### src/rtl/coupling_prog_ctrl_pkg.sv
// Shared definitions for the DIMPLE coupling-matrix programming sequencer:
// state encodings and the (source, destination) to column decode.
package coupling_prog_ctrl_pkg;

  localparam logic [2:0] S_IDLE   = 3'd0;
  localparam logic [2:0] S_LOAD   = 3'd1;
  localparam logic [2:0] S_WRITE  = 3'd2;
  localparam logic [2:0] S_HOLD   = 3'd3;
  localparam logic [2:0] S_RUN    = 3'd4;
  localparam logic [2:0] S_STOP   = 3'd5;
  localparam logic [2:0] S_VERIFY = 3'd6;

  typedef struct packed {
    logic        valid;
    logic [15:0] k;
  } col_dec_t;

  // Column index K = (d - s - 1) mod n; the d == s case would map to n-1,
  // which has no column, and is flagged invalid along with out-of-range ids.
  function automatic col_dec_t col_decode(input logic [15:0] s,
                                          input logic [15:0] d,
                                          input int          n);
    col_dec_t r;
    r.valid = (s != d) && (int'({16'd0, s}) < n) && (int'({16'd0, d}) < n);
    if (d > s) r.k = d - s - 16'd1;
    else       r.k = 16'(n) + d - s - 16'd1;
    return r;
  endfunction

endpackage

### src/rtl/coupling_prog_ctrl_sync_fifo.sv
// Single-clock FIFO buffering host weight writes; DEPTH must be a power of 2
// and at least 2. Read data is the current head, valid whenever !empty.
module coupling_prog_ctrl_sync_fifo #(
  parameter int WIDTH = 64,
  parameter int DEPTH = 8
) (
  input  logic             clk,
  input  logic             rst,
  input  logic             push,
  input  logic             pop,
  input  logic [WIDTH-1:0] wdata,
  output logic [WIDTH-1:0] rdata,
  output logic             full,
  output logic             empty
);

  localparam int AW = $clog2(DEPTH);

  logic [WIDTH-1:0] mem [DEPTH];
  logic [AW:0]      wr_ptr;
  logic [AW:0]      rd_ptr;

  // Pointers carry one wrap bit so full and empty are distinguishable.
  always_ff @(posedge clk or posedge rst) begin
    if (rst) begin
      wr_ptr <= '0;
      rd_ptr <= '0;
    end else begin
      if (push && !full)  wr_ptr <= wr_ptr + 1'b1;
      if (pop  && !empty) rd_ptr <= rd_ptr + 1'b1;
    end
  end

  always_ff @(posedge clk) begin
    if (push && !full) mem[wr_ptr[AW-1:0]] <= wdata;
  end

  assign rdata = mem[rd_ptr[AW-1:0]];
  assign empty = (wr_ptr == rd_ptr);
  assign full  = (wr_ptr[AW] != rd_ptr[AW]) && (wr_ptr[AW-1:0] == rd_ptr[AW-1:0]);

endmodule

### src/rtl/coupling_prog_ctrl.sv
// Programming/run sequencer for the DIMPLE coupling matrix. Defining
// COUPLE_RDBACK_EN adds an rdata read-back check after every column write.
module coupling_prog_ctrl
  import coupling_prog_ctrl_pkg::*;
#(
  parameter int N          = 8,
  parameter int FIFO_DEPTH = 8,
  parameter int WR_HOLD    = 2,
  parameter int RUN_W      = 32
) (
  input  logic             clk,
  input  logic             axi_rst,
  input  logic             hw_valid,
  output logic             hw_ready,
  input  logic [15:0]      hw_s_addr,
  input  logic [15:0]      hw_d_addr,
  input  logic [31:0]      hw_wdata,
  input  logic             start,
  input  logic             abort,
  input  logic [RUN_W-1:0] run_cycles,
  input  logic             err_clr,
  output logic             wready,
  output logic [N-2:0]     col_sel,
  output logic [15:0]      s_addr,
  output logic [15:0]      d_addr,
  output logic [31:0]      wdata,
  output logic             ising_rstn,
  output logic             busy,
  output logic             done,
  output logic             err_addr
`ifdef COUPLE_RDBACK_EN
  ,
  input  logic [31:0]      rdata,
  output logic             err_rdback
`endif
);

  localparam int HOLD_W = (WR_HOLD > 1) ? $clog2(WR_HOLD) : 1;

  logic [2:0]        state;
  logic [HOLD_W-1:0] hold_cnt;
  logic [RUN_W-1:0]  run_cnt;
  logic              start_pending;
  logic              fifo_full;
  logic              fifo_empty;
  logic              fifo_push;
  logic              fifo_pop;
  logic [63:0]       fifo_wdata;
  logic [63:0]       fifo_rdata;
  col_dec_t          dec;
  logic [N-2:0]      dec_onehot;

  assign fifo_push  = hw_valid && !fifo_full;
  assign fifo_pop   = (state == S_LOAD);
  assign fifo_wdata = {hw_s_addr, hw_d_addr, hw_wdata};
  assign hw_ready   = !fifo_full;

  coupling_prog_ctrl_sync_fifo #(
    .WIDTH (64),
    .DEPTH (FIFO_DEPTH)
  ) u_fifo (
    .clk   (clk),
    .rst   (axi_rst),
    .push  (fifo_push),
    .pop   (fifo_pop),
    .wdata (fifo_wdata),
    .rdata (fifo_rdata),
    .full  (fifo_full),
    .empty (fifo_empty)
  );

  assign dec        = col_decode(fifo_rdata[63:48], fifo_rdata[47:32], N);
  assign dec_onehot = {{(N-2){1'b0}}, 1'b1} << dec.k;

  // Pending writes always drain before a run starts, so the array is never
  // written while the oscillators are released.
  always_ff @(posedge clk or posedge axi_rst) begin
    if (axi_rst) begin
      state    <= S_IDLE;
      hold_cnt <= '0;
      run_cnt  <= '0;
      col_sel  <= '0;
      s_addr   <= '0;
      d_addr   <= '0;
      wdata    <= '0;
    end else begin
      case (state)
        S_IDLE: begin
          if (!fifo_empty) begin
            state <= S_LOAD;
          end else if (start || start_pending) begin
            run_cnt <= run_cycles;
            state   <= (run_cycles == '0) ? S_STOP : S_RUN;
          end
        end
        S_LOAD: begin
          s_addr  <= fifo_rdata[63:48];
          d_addr  <= fifo_rdata[47:32];
          wdata   <= fifo_rdata[31:0];
          col_sel <= dec.valid ? dec_onehot : '0;
          state   <= dec.valid ? S_WRITE : S_IDLE;
        end
        S_WRITE: begin
          col_sel  <= '0;
          hold_cnt <= HOLD_W'(WR_HOLD - 1);
          state    <= S_HOLD;
        end
        S_HOLD: begin
          if (hold_cnt == '0) begin
`ifdef COUPLE_RDBACK_EN
            state <= S_VERIFY;
`else
            state <= S_IDLE;
`endif
          end else begin
            hold_cnt <= hold_cnt - 1'b1;
          end
        end
`ifdef COUPLE_RDBACK_EN
        S_VERIFY: state <= S_IDLE;
`endif
        S_RUN: begin
          if (abort || run_cnt <= RUN_W'(1)) state <= S_STOP;
          else                               run_cnt <= run_cnt - 1'b1;
        end
        S_STOP:  state <= S_IDLE;
        default: state <= S_IDLE;
      endcase
    end
  end

  // At most one run is remembered; starts during RUN/STOP are dropped.
  always_ff @(posedge clk or posedge axi_rst) begin
    if (axi_rst)
      start_pending <= 1'b0;
    else if (state == S_IDLE && fifo_empty && (start || start_pending))
      start_pending <= 1'b0;
    else if (start && state != S_RUN && state != S_STOP)
      start_pending <= 1'b1;
  end

  always_ff @(posedge clk or posedge axi_rst) begin
    if (axi_rst)                          err_addr <= 1'b0;
    else if (state == S_LOAD && !dec.valid) err_addr <= 1'b1;
    else if (err_clr)                     err_addr <= 1'b0;
  end

`ifdef COUPLE_RDBACK_EN
  always_ff @(posedge clk or posedge axi_rst) begin
    if (axi_rst)                             err_rdback <= 1'b0;
    else if (state == S_VERIFY && rdata != wdata) err_rdback <= 1'b1;
    else if (err_clr)                        err_rdback <= 1'b0;
  end
`endif

  assign wready     = (state == S_WRITE);
  assign ising_rstn = (state == S_RUN);
  assign done       = (state == S_STOP);
  assign busy       = (state != S_IDLE) || !fifo_empty || start_pending;

endmodule

### config.mk
export PLATFORM = sky130hd
export DESIGN_NAME = coupling_prog_ctrl
export DESIGN_NICKNAME = d
export VERILOG_FILES = /design/src/rtl/coupling_prog_ctrl_pkg.sv /design/src/rtl/coupling_prog_ctrl_sync_fifo.sv /design/src/rtl/coupling_prog_ctrl.sv
export SDC_FILE = /design/constraint.sdc
export NUM_CORES = 1
export LEC_CHECK = 0
export ABC_AREA = 1
export ABC_CLOCK_PERIOD_IN_PS = 4100
export CAP_MARGIN = 20
export CORE_MARGIN = 2
export CORE_UTILIZATION = 54
export CTS_CLUSTER_SIZE = 8
export DETAILED_ROUTE_END_ITERATION = 7
export PLACE_DENSITY = 0.77
export SYNTH_ARGS = -nofsm -noshare
export SYNTH_HDL_FRONTEND = slang
export SYNTH_HIERARCHICAL = 1
export SYNTH_SLANG_ARGS = --single-unit
### constraint.sdc
create_clock -name clk -period 4.1 [get_ports clk]
set_input_delay 0.41 -clock clk [delete_from_list [all_inputs] [get_ports clk]]
set_output_delay 0.41 -clock clk [all_outputs]
set_load 0.02 [all_outputs]
After elaboration in Yosys (flattened, before gate mapping)
Memory sizes are Yosys's and may differ from the RTL's.
Index checks and enable logic that the tools add are counted.
- word-level logic and storage cells: 93
- memories kept: 1
- bits in registers: 117
- RAM bits: 512
- bits of input ports: 102
- output and inout bits: 77
- shifts and indexed selects: 1
- $add $sub $neg: 9
- equal/unequal tests: 17
- muxes and demuxes: 22
- magnitude comparators: 4
- reduce and logical (&&, ||, !) cells: 28
- memories (name ; words ; width ; rd ports ; clocked after memory_dff ; wr ports ; RTL line ; text):
    u_fifo.mem ; 8 ; 64 ; 1 ; 0 ; 1 ; coupling_prog_ctrl_sync_fifo.sv:19 ; logic [WIDTH-1:0] mem [DEPTH];
- operators by type and width (cell ; number):
    $mux 32 ; 3
    $pmux 32 s2 ; 1
    $le 32x1->1 const B ; 1
    $logic_not 32->1 ; 1
    $lt 16x4->1 const B ; 2
    $sub 16x1->16 const B ; 2
    $sub 16x16->16 ; 2
    $sub 32x1->32 const B ; 1
    $add 4x16->16 const A ; 1
    $gt 16x16->1 ; 1
    $mux 16 ; 1
    $ne 16x16->1 ; 1
    $shl 1x16->7 const A ; 1
    $pmux 3 s5 ; 1
    $pmux 7 s2 ; 1
    $mux 3 ; 4
    $logic_and 1x1->1 ; 11
    $reduce_bool 2->1 ; 5
    $ne 3x3->1 const B ; 3
    $add 4x1->4 const B ; 2
    $mux 1 ; 8
    $ne 2x2->1 const B ; 4
    $mux 7 ; 1
    $eq 3x2->1 const B ; 2
    15 further kinds ; 21

Logic depth before layout (Yosys ltp)
An unclocked memory read counts as a cell.
- depth in word-level cells: 8
- gate-level depth with buffers: 30
- mapped depth without buffers: 26

Cells and area by module
The synthesis kept the hierarchy.
- modules (own cells, without submodules) (module ; instances ; area each (sq um) ; cells each ; sequential area each (sq um)):
    coupling_prog_ctrl_sync_fifo ; 1 ; 20223.1 ; 1533 ; 15574.9
    coupling_prog_ctrl ; 1 ; 7697.4 ; 1089 ; 2727.6

Least setup slack after synthesis
OpenSTA, ideal clock, no wires.
- kind: register to register
- from: register u_fifo.rd_ptr[0]
- to: memory u_fifo.mem[2][0], enable pin
- data arrival time: 4.095 ns
- path slack: -0.482 ns
- cell stages (with the launch flop): 10
- required time: 3.613 ns
- cell sequence: dfrtp_1 > buf_6 > buf_6 > nand2_1 > nand2_1 > nand4_2 > inv_1 > nor2_1 > nand3_1 > nor2_1
- word-level cells in the longest chain between the ends: 7
- RTL lines (element ; RTL line ; text):
    from (decl) ; coupling_prog_ctrl_sync_fifo.sv:21 ; logic [AW:0] rd_ptr;
    from (signal assigned) ; coupling_prog_ctrl_sync_fifo.sv:30 ; if (pop && !empty) rd_ptr <= rd_ptr + 1'b1;
    $eq 3x3->1 ; coupling_prog_ctrl_sync_fifo.sv:40 ; assign full = (wr_ptr[AW] != rd_ptr[AW]) && (wr_ptr[AW-1:0] == rd_ptr[AW-1:0]);
    $logic_and 1x1->1 ; coupling_prog_ctrl_sync_fifo.sv:40 ;
    via fifo_full ; coupling_prog_ctrl.sv:44 ; logic fifo_full;
    $logic_not 1->1 ; coupling_prog_ctrl.sv:53 ; assign fifo_push = hw_valid && !fifo_full;
    $logic_and 1x1->1 ; coupling_prog_ctrl.sv:53 ;
    via fifo_push ; coupling_prog_ctrl.sv:46 ; logic fifo_push;
    $logic_and 1x1->1 ; coupling_prog_ctrl_sync_fifo.sv:35 ; if (push && !full) mem[wr_ptr[AW-1:0]] <= wdata;
    $mux 1 ; coupling_prog_ctrl_sync_fifo.sv:35 ;
    $mux 1 (not written as such) ; coupling_prog_ctrl_sync_fifo.sv:35 ;
    to (decl) ; coupling_prog_ctrl_sync_fifo.sv:19 ;
The timed path passes the listed nets, and every way through them passes these cells.

Worst setup path in the final report
- from: register u_fifo.rd_ptr[0]
- to: register col_sel[2]
- word-level cells in the longest chain between the ends: 8
- elaborated cells on any way between the ends: 16
- those cells by class: add/sub (5); order compare (3); eq/ne (1); shift (1); mux (3); reduce/logical (2); memory (1)
- RTL lines (element ; RTL line ; text):
    $mem_v2 8x64 * ; n/a ;
    via fifo_rdata[37] ; coupling_prog_ctrl.sv:49 ; logic [63:0] fifo_rdata;
    $add 4x16->16 ; coupling_prog_ctrl_pkg.sv:26 ; else r.k = 16'(n) + d - s - 16'd1;
    $sub 16x16->16 ; coupling_prog_ctrl_pkg.sv:26 ;
    $sub 16x1->16 ; coupling_prog_ctrl_pkg.sv:26 ;
    $mux 16 ; coupling_prog_ctrl_pkg.sv:25 ; if (d > s) r.k = d - s - 16'd1;
    $shl 1x16->7 ; coupling_prog_ctrl.sv:73 ; assign dec_onehot = {{(N-2){1'b0}}, 1'b1} << dec.k;
    $mux 7 * ; coupling_prog_ctrl.sv:100 ; col_sel <= dec.valid ? dec_onehot : '0;
    $pmux 7 s2 * ; coupling_prog_ctrl.sv:87 ; case (state)
    to (signal assigned) ; coupling_prog_ctrl.sv:100 ;
    to (decl) ; coupling_prog_ctrl.sv:23 ; output logic [N-2:0] col_sel,
Mark *: on every way through the listed nets, which the timed path passes. The rest lies on a longest branch.
A chain may end at the register's enable or synchronous reset.

==> reports/qor.log <==
[outcome] run status finished clean
[clock_tree] clock tree sinks 629
[setup_path] Crit Path Category reg -> reg
[worst_hold_path] worst min-delay path class in -> async
[setup_path] worst path required time 4.64 ns
[floorplan] area of the core 51200 sq um
[synthesis] number of enable flip-flop cells after synthesis 512
[sta] worst-case setup margin in the final layout 0.0831 ns
[sta] Final setup viols 0
[synthesis] share of synthesized flip-flops with an asynchronous set or reset 18.6%
[synthesis] Yosys top cell by area sky130_fd_sc_hd__edfxtp_1
[synthesis] mean instance size in the synthesized netlist 10.6 sq um
[route] detail-routed net length per standard cell 20.6 um
[synthesis] post-synth top area share 55.1%
[clock_tree] clock latency on the worst-skew pair 0.62 ns
[cells_and_area] Sequential cell area 18300 sq um
[floorplan] initial standard-cell utilization of the core 54.5%
[synthesis] dominant register cell in the synthesized netlist sky130_fd_sc_hd__edfxtp_1
[clock_tree] root buf cell sky130_fd_sc_hd__clkbuf_16
[placed_design] post-placement worst setup slack 0.0538 ns
[placed_design] placed wire-length estimate 42900 um
[sta] highest achievable clock rate 0.249 GHz
[cells_and_area] layout overhead on the synthesized area 19.8%
[cells_and_area] share of the core filled with cells 65.3%
[cells_and_area] Layout fillers 3740
[placed_design] port buffer count 178
[setup_path] CP most frequent cell sky130_fd_sc_hd__nand2_1
[global_routing] global router's overall resource usage 26.8%
[sta] crit share post-route 98.0%
[setup_path] largest incremental delay on the critical path 0.59 ns
[setup_path] Crit-path slowest cell sky130_fd_sc_hd__dfrtp_4
[power_and_ir_drop] maximum vdd ir drop 0.000470 V
[sta] final count of hold timing violations 0
[placed_design] weighted congestion reported at the end of routability-driven placement 0.925
[power_and_ir_drop] areal power density over the cells 934 nW/um^2
[global_routing] pin count of the biggest net entering global routing 153
[sta] post-route minimum period 4.02 ns
[sta] number of max-slew violations in the final report 0
[sta] clock skew after layout 0.0273 ns
[synthesis] Synth area leaders sky130_fd_sc_hd__edfxtp_1, sky130_fd_sc_hd__dfrtp_1, sky130_fd_sc_hd__nand2_1
[synthesis] number of warnings reported in the yosys synthesis log 6
[clock_tree] clock slew at the register clock pins of the worst setup and hold paths 0.05 ns
[clock_tree] maximum number of buffers from clock root to sink 3
[route] Vias/cell 5.85
[floorplan] number of standard-cell rows in the floorplan 83
[route] detailed-route via count 20.9k
[floorplan] count of boundary I/O pins 179
[synthesis] count of mapped cells out of synthesis 2622
[global_routing] Congestion Overflow GR 0
[floorplan] die outline width 231 um
[synthesis] most common cell in the synthesized netlist sky130_fd_sc_hd__nand2_1
[setup_path] crit path capture type register
[global_routing] number of antenna violations at the first check in global routing 5
[setup_path] startpoint class of the critical path register
[global_routing] vias in the first global route 20.5k
[setup_path] arrival time reported for the critical path endpoint 4.56 ns
[clock_tree] number of clock buffers inserted by TritonCTS 88
[clock_tree] clock tree from TritonCTS yes
[flow_run] max-capacitance violation count 0
[cells_and_area] net total in the final layout 2978
[synthesis] post-synth cell types 51
[synthesis] commonest cells in the netlist sky130_fd_sc_hd__nand2_1, sky130_fd_sc_hd__edfxtp_1, sky130_fd_sc_hd__nor2_1, sky130_fd_sc_hd__o21ai_0, sky130_fd_sc_hd__inv_1
[synthesis] flop and latch count out of synthesis 629
[setup_path] Worst Path Max Fanout 29
[synthesis] register area share after synthesis 65.6%
[route] number of antenna-violating nets in the routed design 0
[clock_tree] maximum level of the CTS H-tree 3
[route] Iter 0 DRT Violations 2354
[floorplan] area of the die 53500 sq um
[placed_design] number of cells after detailed placement 3400
[synthesis] nets in the synthesized netlist 2775
[route] routed wire length 73800 um
[sta] worst rel slew slack 26.2%
[cells_and_area] non-filler cells, final 3580
[cells_and_area] area of combinational cells with multiple inputs 8530 sq um
[global_routing] global-route wire length before repair 112000 um
[route] Pre-Repair DR Iteration Count 6
[sta] Final Hold Slack 0.226 ns
[route] DRC violations left 0
[cells_and_area] proportion of layout cells with a drive suffix above 1 8.53%
[synthesis] post-synth design cell area 27900 sq um
[floorplan] Die Span Y 231 um
[power_and_ir_drop] total leakage power 12.9 nW
[sta] pin slew with the least headroom to its limit 1.10 ns
## timing repair
item	4_1_cts	5_1_grt
hold buffers	0	0
gates resized for setup	0	44
endpoints found under the setup margin	0	8
setup buffers	0	8
## cells by family (layout without fill, tap and decap cells)
kind of cell	after synthesis	in the layout	share of synthesized area (%)
fa+ha+maj	51	51	2.69
buf+inv	284	556	4.38
xor+xnor	20	20	0.627
compound gates	514	514	10.1
flops	629	629	65.6
other cells	0	6	0
simple gates	1124	1124	16.6
## worst paths after layout
path | startpoint | end | slack, ns | cells past startpoint
max reg2reg | u_fifo/rd_ptr[0] | col_sel[2] | 0.08 | 25
min | axi_rst | u_fifo/rd_ptr[0] | 0.23 | 2
max | u_fifo/rd_ptr[0] | col_sel[2] | 0.08 | 25
min in group clk | err_clr | err_addr | 0.40 | 2
min reg2reg | wdata[30] | wdata[30] | 0.47 | 2
max in group asynchronous | axi_rst | d_addr[10] | 2.89 | 3
## sequential cells by signal, summed over array words and instances (netlist names)
register,cells
col_sel,7
d_addr,16
err_addr,1
hold_cnt,1
run_cnt,32
s_addr,16
start_pending,1
state,3
u_fifo/mem,512
u_fifo/rd_ptr,4
u_fifo/wr_ptr,4
wdata,32
## cells in the final DEF (no fill, tap or decap), types with 35 or more instances in the layout
cell                                n
sky130_fd_sc_hd__o21ai_1           59
sky130_fd_sc_hd__o22ai_1          131
sky130_fd_sc_hd__edfxtp_1         512
sky130_fd_sc_hd__nand3_1           76
sky130_fd_sc_hd__nor2_1           362
sky130_fd_sc_hd__dfrtp_1          114
sky130_fd_sc_hd__clkbuf_1          64
sky130_fd_sc_hd__nand2_1          574
sky130_fd_sc_hd__o21ai_0          277
sky130_fd_sc_hd__inv_1            137
sky130_fd_sc_hd__clkdlybuf4s50_1  178
sky130_fd_sc_hd__clkbuf_16         95
sky130_fd_sc_hd__buf_4             35
## where the power goes
group / internal [mW] / switching, mW / leakage [nW]
clock: 4.11 / 2.59 / 1.21
sequential: 8.28 / 0.599 / 6.08
combinational: 5.24 / 10.4 / 5.59
## critical path: cells and delay by family, from the launching register on
family	cells	cell delay, ns
flip-flops	1	0.59
adder cells (fa/ha/maj)	2	0.72
AND/OR/NAND/NOR	16	1.56
buffers and inverters	5	0.65
AO/OA/AOI/OAI	2	0.40
## per-stage QoR
step,cell area (sq um),TNS (ns),power (mW)
floorplan,27900,-92.54,19.2
global placement,30600,0,23.3
detailed placement,30600,0,23.7
CTS,33100,0,30.5
global route,33400,-0.588,33.3
finish,33500,0,31.2
## area by class of cell
type                            instances  share of cell area, %
Timing Repair inverter                  2                 0.0823
Antenna cell                            6                 0.0449
Inverter                              156                   1.85
Timing Repair Buffer                  239                   7.64
Clock buffer                          155                   7.52
Sequential cell                       629                   54.7
Clock inverter                          4                 0.0935
Multi-Input combinational cell       1709                   25.5
Tap cell                              680                   2.54
## metal layers
metal  share of wire (%)  wire (um)  vias to the layer above  GRT usage, %
li1                    -          -                     9540             -
met1                  40      29700                    10189          35.6
met2                  48      35700                     1062          44.6
met3                 8.5       6270                      146          4.18
met4                 2.8       2080                        4          10.7
met5               0.033         24                        -             0
(Power assumes the default switching activity.)
